[src/rtl/uart_transmitter.sv]
// UART transmitter: 8 data bits LSB first, one or two stop bits, fixed clk-count bit timing.
// A one-entry holding register lets the producer queue the next byte so frames run back-to-back.
module uart_transmitter #(
    parameter int unsigned BIT_INTERVAL = 10000,
    parameter int unsigned STOP_BITS    = 1
) (
    input  logic       clk,
    input  logic       reset,
    input  logic [7:0] data,
    input  logic       valid,
    output logic       ready,
    output logic       uart_tx,
    output logic       busy
);

    typedef enum logic [1:0] {
        IDLE,
        START,
        DATA,
        STOP
    } state_t;

    // Index of the final stop bit: 0 for one stop bit, 1 for two.
    localparam logic LAST_STOP = (STOP_BITS == 32'd2);

    state_t      state_q, state_d;
    logic [31:0] cnt_q, cnt_d;
    logic [2:0]  bit_q, bit_d;
    logic        stop_q, stop_d;
    logic [7:0]  shift_q, shift_d;
    logic [7:0]  hold_q, hold_d;
    logic        hold_valid_q, hold_valid_d;
    logic        tx_q, tx_d;
    logic        transfer;
    logic        cnt_last;

    assign ready    = !reset && !hold_valid_q;
    assign transfer = valid && ready;
    assign busy     = (state_q != IDLE) || hold_valid_q;
    assign uart_tx  = tx_q;
    assign cnt_last = (cnt_q + 32'd1) >= BIT_INTERVAL;

    always_ff @(posedge clk) begin
        if (reset) begin
            state_q      <= IDLE;
            cnt_q        <= 32'd0;
            bit_q        <= 3'd0;
            stop_q       <= 1'b0;
            shift_q      <= 8'd0;
            hold_q       <= 8'd0;
            hold_valid_q <= 1'b0;
            tx_q         <= 1'b1;
        end else begin
            state_q      <= state_d;
            cnt_q        <= cnt_d;
            bit_q        <= bit_d;
            stop_q       <= stop_d;
            shift_q      <= shift_d;
            hold_q       <= hold_d;
            hold_valid_q <= hold_valid_d;
            tx_q         <= tx_d;
        end
    end

    always_comb begin
        state_d      = state_q;
        cnt_d        = cnt_q;
        bit_d        = bit_q;
        stop_d       = stop_q;
        shift_d      = shift_q;
        hold_d       = hold_q;
        hold_valid_d = hold_valid_q;
        tx_d         = tx_q;

        // A transfer mid-frame can only happen while hold is empty, so it never races a drain.
        if (transfer && (state_q != IDLE)) begin
            hold_d       = data;
            hold_valid_d = 1'b1;
        end

        case (state_q)
            IDLE: begin
                tx_d = 1'b1;
                if (hold_valid_q) begin
                    shift_d      = hold_q;
                    hold_valid_d = 1'b0;
                    state_d      = START;
                    cnt_d        = 32'd0;
                    tx_d         = 1'b0;
                end else if (transfer) begin
                    shift_d = data;
                    state_d = START;
                    cnt_d   = 32'd0;
                    tx_d    = 1'b0;
                end
            end
            START: begin
                if (cnt_last) begin
                    state_d = DATA;
                    cnt_d   = 32'd0;
                    bit_d   = 3'd0;
                    tx_d    = shift_q[0];
                end else begin
                    cnt_d = cnt_q + 32'd1;
                end
            end
            DATA: begin
                if (cnt_last) begin
                    cnt_d = 32'd0;
                    if (bit_q == 3'd7) begin
                        state_d = STOP;
                        stop_d  = 1'b0;
                        tx_d    = 1'b1;
                    end else begin
                        bit_d   = bit_q + 3'd1;
                        shift_d = shift_q >> 1;
                        tx_d    = shift_q[1];
                    end
                end else begin
                    cnt_d = cnt_q + 32'd1;
                end
            end
            STOP: begin
                if (cnt_last) begin
                    cnt_d = 32'd0;
                    if (stop_q == LAST_STOP) begin
                        if (hold_valid_q) begin
                            shift_d      = hold_q;
                            hold_valid_d = 1'b0;
                            state_d      = START;
                            tx_d         = 1'b0;
                        end else begin
                            state_d = IDLE;
                        end
                    end else begin
                        stop_d = 1'b1;
                    end
                end else begin
                    cnt_d = cnt_q + 32'd1;
                end
            end
            default: begin
                state_d = IDLE;
                tx_d    = 1'b1;
            end
        endcase
    end

endmodule
[config.mk]
export PLATFORM = sky130hd
export DESIGN_NAME = uart_transmitter
export DESIGN_NICKNAME = d
export VERILOG_FILES = /design/src/rtl/uart_transmitter.sv
export SDC_FILE = /design/constraint.sdc
export NUM_CORES = 1
export LEC_CHECK = 0
export ABC_AREA = 0
export BUFFER_PORTS_ARGS = -buffer_cell sky130_fd_sc_hd__buf_2
export CORE_MARGIN = 8
export CORE_UTILIZATION = 66
export DETAILED_ROUTE_END_ITERATION = 12
export GPL_TIMING_DRIVEN = 0
export PLACE_DENSITY = 0.85
export SETUP_SLACK_MARGIN = 0.2
export SKIP_LAST_GASP = 1
export SYNTH_ARGS = -nofsm -noshare
export SYNTH_HDL_FRONTEND = slang
export SYNTH_SLANG_ARGS = --single-unit
[constraint.sdc]
create_clock -name clk -period 5.3 [get_ports clk]
set_input_delay 0.53 -clock clk [delete_from_list [all_inputs] [get_ports clk]]
set_output_delay 0.53 -clock clk [all_outputs]
set_load 0.1 [all_outputs]
Yosys cells after proc, flatten, opt, wreduce, memory -nomap -nowiden --
Index checks and enable logic that the tools add are counted.
Cells by class: $lt $le $gt $ge 1, add/subtract/negate cells 2, eq/ne operators 12, reduce and logical (&&, ||, !) cells 17, multiplexer cells 44
Operators with widths (count):
- $mux 32 | 3
- $pmux 32 s2 | 1
- $mux 8 | 7
- $add 32x1->32 const B | 1
- $ge 32x14->1 const B | 1
- $pmux 8 s3 | 1
- $mux 1 | 17
- $mux 2 | 7
- $ne 2x2->1 const B | 7
- $mux 3 | 3
- $pmux 2 s4 | 1
- $reduce_and 4->1 | 2
- $reduce_and 7->1 | 1
- $pmux 3 s2 | 1
- $reduce_and 6->1 | 1
- $reduce_bool 2->1 | 3
- $reduce_and 5->1 | 1
- $eq 2x2->1 const B | 2
- $pmux 1 s2 | 2
- $pmux 1 s4 | 1
- $add 3x1->3 const B | 1
- $eq 3x3->1 const B | 1
- $logic_and 1x1->1 | 3
- $ne 3x3->1 const B | 1
- other kinds (6) | 7
Word-level totals: flip-flop bits (word level) 56, output and inout port bits 3, word-level logic and storage cells 84, input bits 11

Logic depth before layout (Yosys ltp) --
Gate-level depths: netlist of run 1.
word-level depth 9, mapped depth 11, mapped depth without buffers 9

Worst setup path before layout of run 1 --
OpenSTA, ideal clock, no wires.
path type input port to flip-flop, start point in reset, end point reg shift_q[0], setup time 0.121 ns, stages 7, arrival 3.273 ns, slack 1.905 ns, required time 5.179 ns, buffers on the path 2, cell sequence clkbuf_1 -> nor2_1 -> a21oi_1 -> nor3_1 -> o21a_1 -> buf_6 -> mux2_4
Between the ends: longest elaborated chain between the ends 5
Ends and longest elaborated chain:
- start: declaration | RTL line 8 | input logic reset,
- $logic_not 1->1 | RTL line 37 | assign ready = !reset && !hold_valid_q;
- $logic_and 1x1->1 | RTL line 37
- net ready | RTL line 11 | output logic ready,
- $logic_and 1x1->1 | RTL line 38 | assign transfer = valid && ready;
- $ne 3x3->1 (no source line)
- $reduce_and 7->1 (no source line)
- end signal: assignment | RTL line 58 | shift_q <= shift_d;
- end: declaration | RTL line 30 | logic [7:0] shift_q, shift_d;
The timed path passes the listed nets, and every way through them passes these cells. A chain may end at the register's enable or synchronous reset.

Worst setup path in the final report of run 1 --
start point reg cnt_q[1], end point reg cnt_q[9]
Between the ends: longest elaborated chain between the ends 4
Ends and longest elaborated chain:
- start: declaration | RTL line 27 | logic [31:0] cnt_q, cnt_d;
- start signal: assignment | RTL line 55 | cnt_q <= cnt_d;
- $add 32x1->32 *
- $ge 32x14->1 | RTL line 41 | assign cnt_last = (cnt_q + 32'd1) >= BIT_INTERVAL;
- $mux 32 * | RTL line 98, 108, 124
- $pmux 32 s2 * | RTL line 81 | case (state_q)
Mark *: on every way between the ends. The rest lies on a longest branch, timed or not.

==> metrics.md, run 1 <==
| Metric | Value |
|---|---|
| Worst Path Arrival | `3950 ps` |
| CP Cell Sequence | `ha_1 > buf_2 > nand4_2 > nor4_4 > a21oi_1 > a2111oi_1 > nand4_2 > nor4_4 > buf_6 > nand3_1 > mux2i_1` |
| WP buf/inv | `2` |
| Postcts setup bufs | `0` |
| Drt pass-1 iters | `7` |
| Pre-CTS setup slack | `1750 ps` |
| Hold-fix buffers, CTS | `0` |
| Seq/Total Area, Yosys | `34.3%` |
| Register area | `1100 um^2` |
| Net Sw Power | `0.503 mW` |
| Clock Pin Slew Worst Setup and Hold Paths | `100 ps` |
| Status | `finished clean` |
| CP startpoint kind | `flip-flop` |
| Internal Power | `0.811 mW` |
| Total wire length | `7.44 mm` |
| Relative slew slack | `36.1%` |
| Core region area | `4720 um^2` |
| DRC viols | `0` |
| Peak supply drop | `0.338 mV` |
| Final Wtd Congestion | `0.899` |
| Setup Crit Path Kind | `flip-flop to flip-flop` |
| Layout Area Growth over Synthesis | `8.14%` |
| Clk Latency, worst-skew pair | `310 ps` |
| Post-route cell area | `3470 um^2` |
| Power Total | `1.31 mW` |
| Row cnt | `25` |
| Skew final | `7.06 ps` |
| Largest net degree at the start of global routing | `17` |
| Slowest-stage cell, CP | `nor4_4` |
| Final worst slack | `1590 ps` |
| EDFF count, synth | `0` |
| CTS tree | `done` |
| Die ar. | `7350 um^2` |
| Syn Area/Cell | `8.49 um^2` |
| IO buf count | `12` |
| Layout cell share with drive strength beyond 1 | `14.1%` |
| Combinational Power Share | `40.0%` |
| Crit end category | `flip-flop` |
| Finished Core Util | `73.5%` |
| Total CTS buffers | `5` |
| CP max FO | `10` |
| Initial Utilization | `68.0%` |
| Placed insts | `457` |
| Syn nets | `397` |
| Clock sinks | `55` |
| Fin cells | `465` |
| Gr usage total | `21.2%` |
| Die Wd | `85.7 um` |
| PostCTS Resize Cnt | `0` |
| Top FF cell, synth | `dfxtp_1` |
| Vias in the first global route | `2828` |
| Diode count | `0` |
| Via-to-Cell Ratio | `6.34` |
| Slew @ Worst Pin | `951 ps` |
| Final #Nets | `416` |
| Max Root-Sink Buffers | `2` |
| Period utilization | `70.0%` |
| Min cycle time layout | `3710 ps` |
| Initial antenna violation count | `0` |
| Number of synthesis warnings | `0` |
| Wire length of the first global-routing pass | `13.0 mm` |
| H-tree levels | `2` |
| Die H | `85.7 um` |
| Final Hold Fails | `0` |
| Async SR Flop Fraction | `0%` |
| Sw frac | `38.3%` |
| Crit path from | `cnt_q[1]` |
| Flops & latches, synth | `55` |
| Gate count of the mapped netlist | `378` |
| Final setup fails | `0` |
| Hold Path Origin | `data[1]` |
| Final antenna-violating net count | `0` |
| Distinct cell type count after synthesis | `59` |
| Dpl cell area | `3350 um^2` |
| Io pins | `14` |
| Cell area power density | `378 nW/um^2` |
| Sequential Power Share | `37.8%` |
| Clock power share | `22.1%` |
| Total negative slack | `0 ps` |
| Req. time, crit path | `5540 ps` |
| Max cap viols | `0` |
| Post-Syn Area | `3210 um^2` |
| Final hold slack | `462 ps` |
| Max stage delay on crit path | `600 ps` |
| F_max | `0.270 GHz` |
| Overflow after GRT | `0` |
| FILL cells | `376` |
| Multi-input gate area | `1950 um^2` |
| Slew Viols, Final | `0` |
| Flop2flop setup slack | `1590 ps` |
| Drt wl/cell | `16.0 um` |
| Clock root buffer master | `clkbuf_8` |
| RSZ-0062 raised after global routing | `no` |
| Vias | `2948` |
| Leakage | `1.29 nW` |
| Top delay family on crit path | `simple AND/OR/NAND/NOR gates` |
| FF-to-FF Start | `cnt_q[1]` |
| Hold Path Class | `primary input to flip-flop` |
| HPWL Detailed | `5.25 mm` |
| Iter 0 DRT Violations | `256` |
layer usage:
layer / track usage, % / wire length [um] / share of wire (%)
met1: 26.8 / 3390 / 46
met2: 35.3 / 3600 / 48
met3: 3.63 / 364 / 4.9
met4: 7.48 / 82 / 1.1
met5: 0 / 0 / 0
logic make-up (layout without fill, tap and decap cells):
family	after synthesis	after routing	synth area share, %
compound gates	88	88	18.9
xor+xnor	9	9	2.46
fa+ha+maj	8	8	3.12
buf+inv	35	55	4.99
flops	55	55	34.3
mux	17	17	6.55
simple gates	166	166	29.7
Yosys cell counts (9+ instances only):
cell / count / area [um^2]
mux2i_1: 9 / 90.1
clkbuf_1: 10 / 37.5
nand2_1: 33 / 124
nor3_1: 11 / 55.1
inv_1: 13 / 48.8
nor2b_1: 9 / 56.3
nor2_1: 27 / 101
dfxtp_1: 55 / 1100
and2_1: 19 / 119
nand4_1: 9 / 56.3
o21ai_0: 15 / 75.1
nand3_1: 15 / 75.1
a21oi_1: 29 / 145
path summary, 6_finish.rpt:
kind | end | depth (start not counted)
setup / recovery | cnt_q[9] | 11
hold reg to reg | hold_q[5] | 2
hold / removal | hold_q[1] | 3
setup reg to reg | cnt_q[9] | 11
state kept, by name, indices dropped and copies added (netlist names):
register,cells
shift_q,8
uart_tx,1
bit_q,3
hold_valid_q,1
hold_q,8
state_q,2
cnt_q,32
area by class of cell:
class                      instances  share of cell area (%)
multi-input combinational        288                    56.1
timing repair buffer              12                    1.73
tap                               67                    2.41
sequential                        55                    31.7
inverter                          13                    1.41
clock buffer                       6                    2.38
buffer                            22                    3.21
clock inverter                     2                    1.01
worst reg2reg max path, delay by kind of cell, from the launching register on:
| family | cells | cell delay, ps |
|---|---|---|
| simple gates | 5 | 1810 |
| mux | 1 | 130 |
| buf+inv | 2 | 410 |
| flops | 1 | 460 |
| compound gates | 2 | 650 |
| fa+ha+maj | 1 | 180 |
power groups by stage:
stage / sequential [mW] / clock (mW) / combinational (mW)
floorplan: 0.520 / 0 / 0.396
global route: 0.502 / 0.314 / 0.568
global placement: 0.500 / 0 / 0.508
detailed placement: 0.504 / 0 / 0.519
CTS: 0.495 / 0.297 / 0.523
finish: 0.497 / 0.290 / 0.526
placed cells by master (no fill, tap or decap), types with 3 or more instances in the layout:
master / Yosys / layout
o21ai_0: 15 / 15
and4_1: 5 / 5
nor2b_1: 9 / 9
nand2_1: 33 / 33
or2_2: 4 / 4
clkbuf_1: 10 / 10
inv_1: 13 / 13
nand3b_1: 3 / 3
a211oi_1: 5 / 5
nand3_1: 15 / 15
nor3_1: 11 / 11
and2_1: 19 / 19
dfxtp_1: 55 / 55
xnor2_1: 8 / 8
or4_1: 3 / 3
nand4_2: 3 / 3
clkbuf_8: 0 / 6
nand4_1: 9 / 9
ha_1: 8 / 8
mux2_4: 8 / 8
mux2i_1: 9 / 9
a21oi_1: 29 / 29
o2111ai_1: 3 / 3
nor4_1: 4 / 4
a22oi_1: 4 / 4
a222oi_1: 7 / 7
buf_2: 8 / 20
a21o_1: 3 / 3
nor2_1: 27 / 27
nand2b_1: 6 / 6
and3_1: 6 / 6
(Power assumes the default switching activity.)
==> run 2, diff against run 1 <==
--- a/config.mk
+++ b/config.mk
@@ -8,10 +8,10 @@
 export ABC_AREA = 0
 export BUFFER_PORTS_ARGS = -buffer_cell sky130_fd_sc_hd__buf_2
 export CORE_MARGIN = 8
-export CORE_UTILIZATION = 66
+export CORE_UTILIZATION = 61
 export DETAILED_ROUTE_END_ITERATION = 12
 export GPL_TIMING_DRIVEN = 0
-export PLACE_DENSITY = 0.85
+export PLACE_DENSITY = 0.79
 export SETUP_SLACK_MARGIN = 0.2
 export SKIP_LAST_GASP = 1
 export SYNTH_ARGS = -nofsm -noshare
==> constraint.sdc (replaced) <==
create_clock -name clk -period 3.5 [get_ports clk]
set_input_delay 0.35 -clock clk [delete_from_list [all_inputs] [get_ports clk]]
set_output_delay 0.35 -clock clk [all_outputs]
set_load 0.1 [all_outputs]
==> run 2 against run 1 <==
First-iteration DRC count is 18% lower. Total power rose by 48%. Global-route usage shrank 1.9 points. Wire length shrank 1.4%. Final area rose by 1.7%. Maximum frequency up 18%. Clock power increased by 29%. Critical path type unchanged.
==> metrics.md, run 2 (synthesis gave the netlist of run 1 again) <==
| Metric | Value |
|---|---|
| Row cnt | `26` |
| Initial antenna violation count | `0` |
| Total wire length | `7.34 mm` |
| Layout cell share with drive strength beyond 1 | `16.5%` |
| F_max | `0.318 GHz` |
| Peak supply drop | `0.506 mV` |
| Drt wl/cell | `15.4 um` |
| Clock root buffer master | `clkbuf_8` |
| Die ar. | `7840 um^2` |
| Clock sinks | `55` |
| Die Wd | `88.6 um` |
| Finished Core Util | `69.2%` |
| Most frequent cells in the layout | `dfxtp_1, nand2_1, a21oi_1` |
| Drt pass-1 iters | `4` |
| Layout Area Growth over Synthesis | `10.0%` |
| Largest net degree at the start of global routing | `20` |
| Min cycle time layout | `3150 ps` |
| Iter 0 DRT Violations | `210` |
| Period utilization | `90.0%` |
| Wire length of the first global-routing pass | `12.1 mm` |
| H-tree levels | `2` |
| Largest regs | `cnt_q (32), hold_q (8), shift_q (8)` |
| Dpl cell area | `3360 um^2` |
| Hold Path Class | `primary input to flip-flop` |
| Initial Utilization | `62.9%` |
| Post-route cell area | `3530 um^2` |
| CP startpoint kind | `flip-flop` |
| Skew final | `14.0 ps` |
| Final setup fails | `0` |
| Status | `finished clean` |
| Core region area | `5110 um^2` |
| Overflow after GRT | `0` |
| Setup Crit Path Kind | `flip-flop to flip-flop` |
| Fin cells | `475` |
| DRC viols | `0` |
| CP max FO | `9` |
| Max cap viols | `0` |
| Via-to-Cell Ratio | `6.04` |
| Max reg flops | `32` |
| Vias in the first global route | `2658` |
| RSZ-0062 raised after global routing | `no` |
| Clk Latency, worst-skew pair | `320 ps` |
| Req. time, crit path | `3710 ps` |
| Slew Viols, Final | `0` |
| Diode count | `0` |
| Final Hold Fails | `0` |
| Die H | `88.6 um` |
| CTS tree | `done` |
| IO buf count | `12` |
| Placed insts | `460` |
| Gr usage total | `19.3%` |
| HPWL Detailed | `5.29 mm` |
| Total CTS buffers | `5` |
| Leakage | `1.32 nW` |
| Io pins | `14` |
| Final #Nets | `423` |
| Final Wtd Congestion | `0.889` |
| Commonest non-fill, non-tap cell in the layout | `dfxtp_1` |
| Max Root-Sink Buffers | `2` |
| Total negative slack | `0 ps` |
| Power Total | `1.95 mW` |
| Cell area power density | `552 nW/um^2` |
| Slew @ Worst Pin | `972 ps` |
| Worst Path Arrival | `3360 ps` |
| Vias | `2871` |
| Final antenna-violating net count | `0` |
| Relative slew slack | `34.7%` |
| Crit end category | `flip-flop` |
| Top reg by flops | `cnt_q` |
| Clock Pin Slew Worst Setup and Hold Paths | `110 ps` |
| FILL cells | `449` |
## run 2: changes by cell type in the layout (fill, tap and decap cells not counted), moves of 2 or more
cell | before | now
buf_4 | 1 | 8
clkinv_4 | 0 | 2
dfxtp_1 | 55 | 53
dfxtp_4 | 0 | 2
## run 2: final cells by class
cell class                 instances  area [um^2]  share of cell area (%)
clock buffer                       5         68.8                    1.95
multi-input combinational        288         1970                    55.7
timing repair buffer              19          110                    3.12
buffer                            22          114                    3.22
sequential                        55         1110                    31.4
inverter                          13         48.8                    1.38
tap                               70         87.6                    2.48
clock inverter                     3         28.8                   0.815
## run 2: critical path, cell delays in order (launching register included)
cell	delay, ps
dfxtp_4	390
ha_1	140
buf_4	170
nand4_4	170
or4_4	560
o31a_1	320
a211oi_2	300
and4_1	260
a31oi_1	90
o21a_1	200
buf_6	150
mux2_4	290
## run 2: report_power, final
| group | switching (mW) | internal (mW) |
|---|---|---|
| Clock | 0.226 | 0.149 |
| Combinational | 0.502 | 0.318 |
| Sequential | 0.0541 | 0.701 |
| Total | 0.782 | 1.17 |
## run 2: final timing paths
kind	slack (ps)	endpoint	from	cells past startpoint
worst max-delay path	350	shift_q[1]	cnt_q[0]	11
worst min-delay path	260	hold_q[7]	data[7]	3
worst max register to register	350	shift_q[1]	cnt_q[0]	11
worst min register to register	470	bit_q[2]	bit_q[2]	2
## run 2: what timing repair did
| action | in CTS | in global routing |
|---|---|---|
| pin swaps | 3 | 2 |
| setup buffers | 5 | 2 |
| endpoints found under the setup margin | 23 | 25 |
| gates resized for setup | 2 | 7 |
| gates cloned | 0 | 0 |
| hold buffers | 0 | 0 |
## run 2: per-stage QoR
stage,worst slack [ps],hold slack (ps)
floorplan,285,436
global placement,51.7,441
detailed placement,5.16,450
CTS,263,258
global route,201,256
finish,352,262
## run 2: routing by layer
metal | GRT usage [%] | share of wire [%] | wire (um) | up-vias
met5 | 0 | 0 | 0 | -
met4 | 4.45 | 0.60 | 44 | 0
met3 | 4.27 | 4.1 | 300 | 4
met2 | 33.4 | 48 | 3550 | 58
met1 | 23.7 | 47 | 3440 | 1371
li1 | - | - | - | 1438
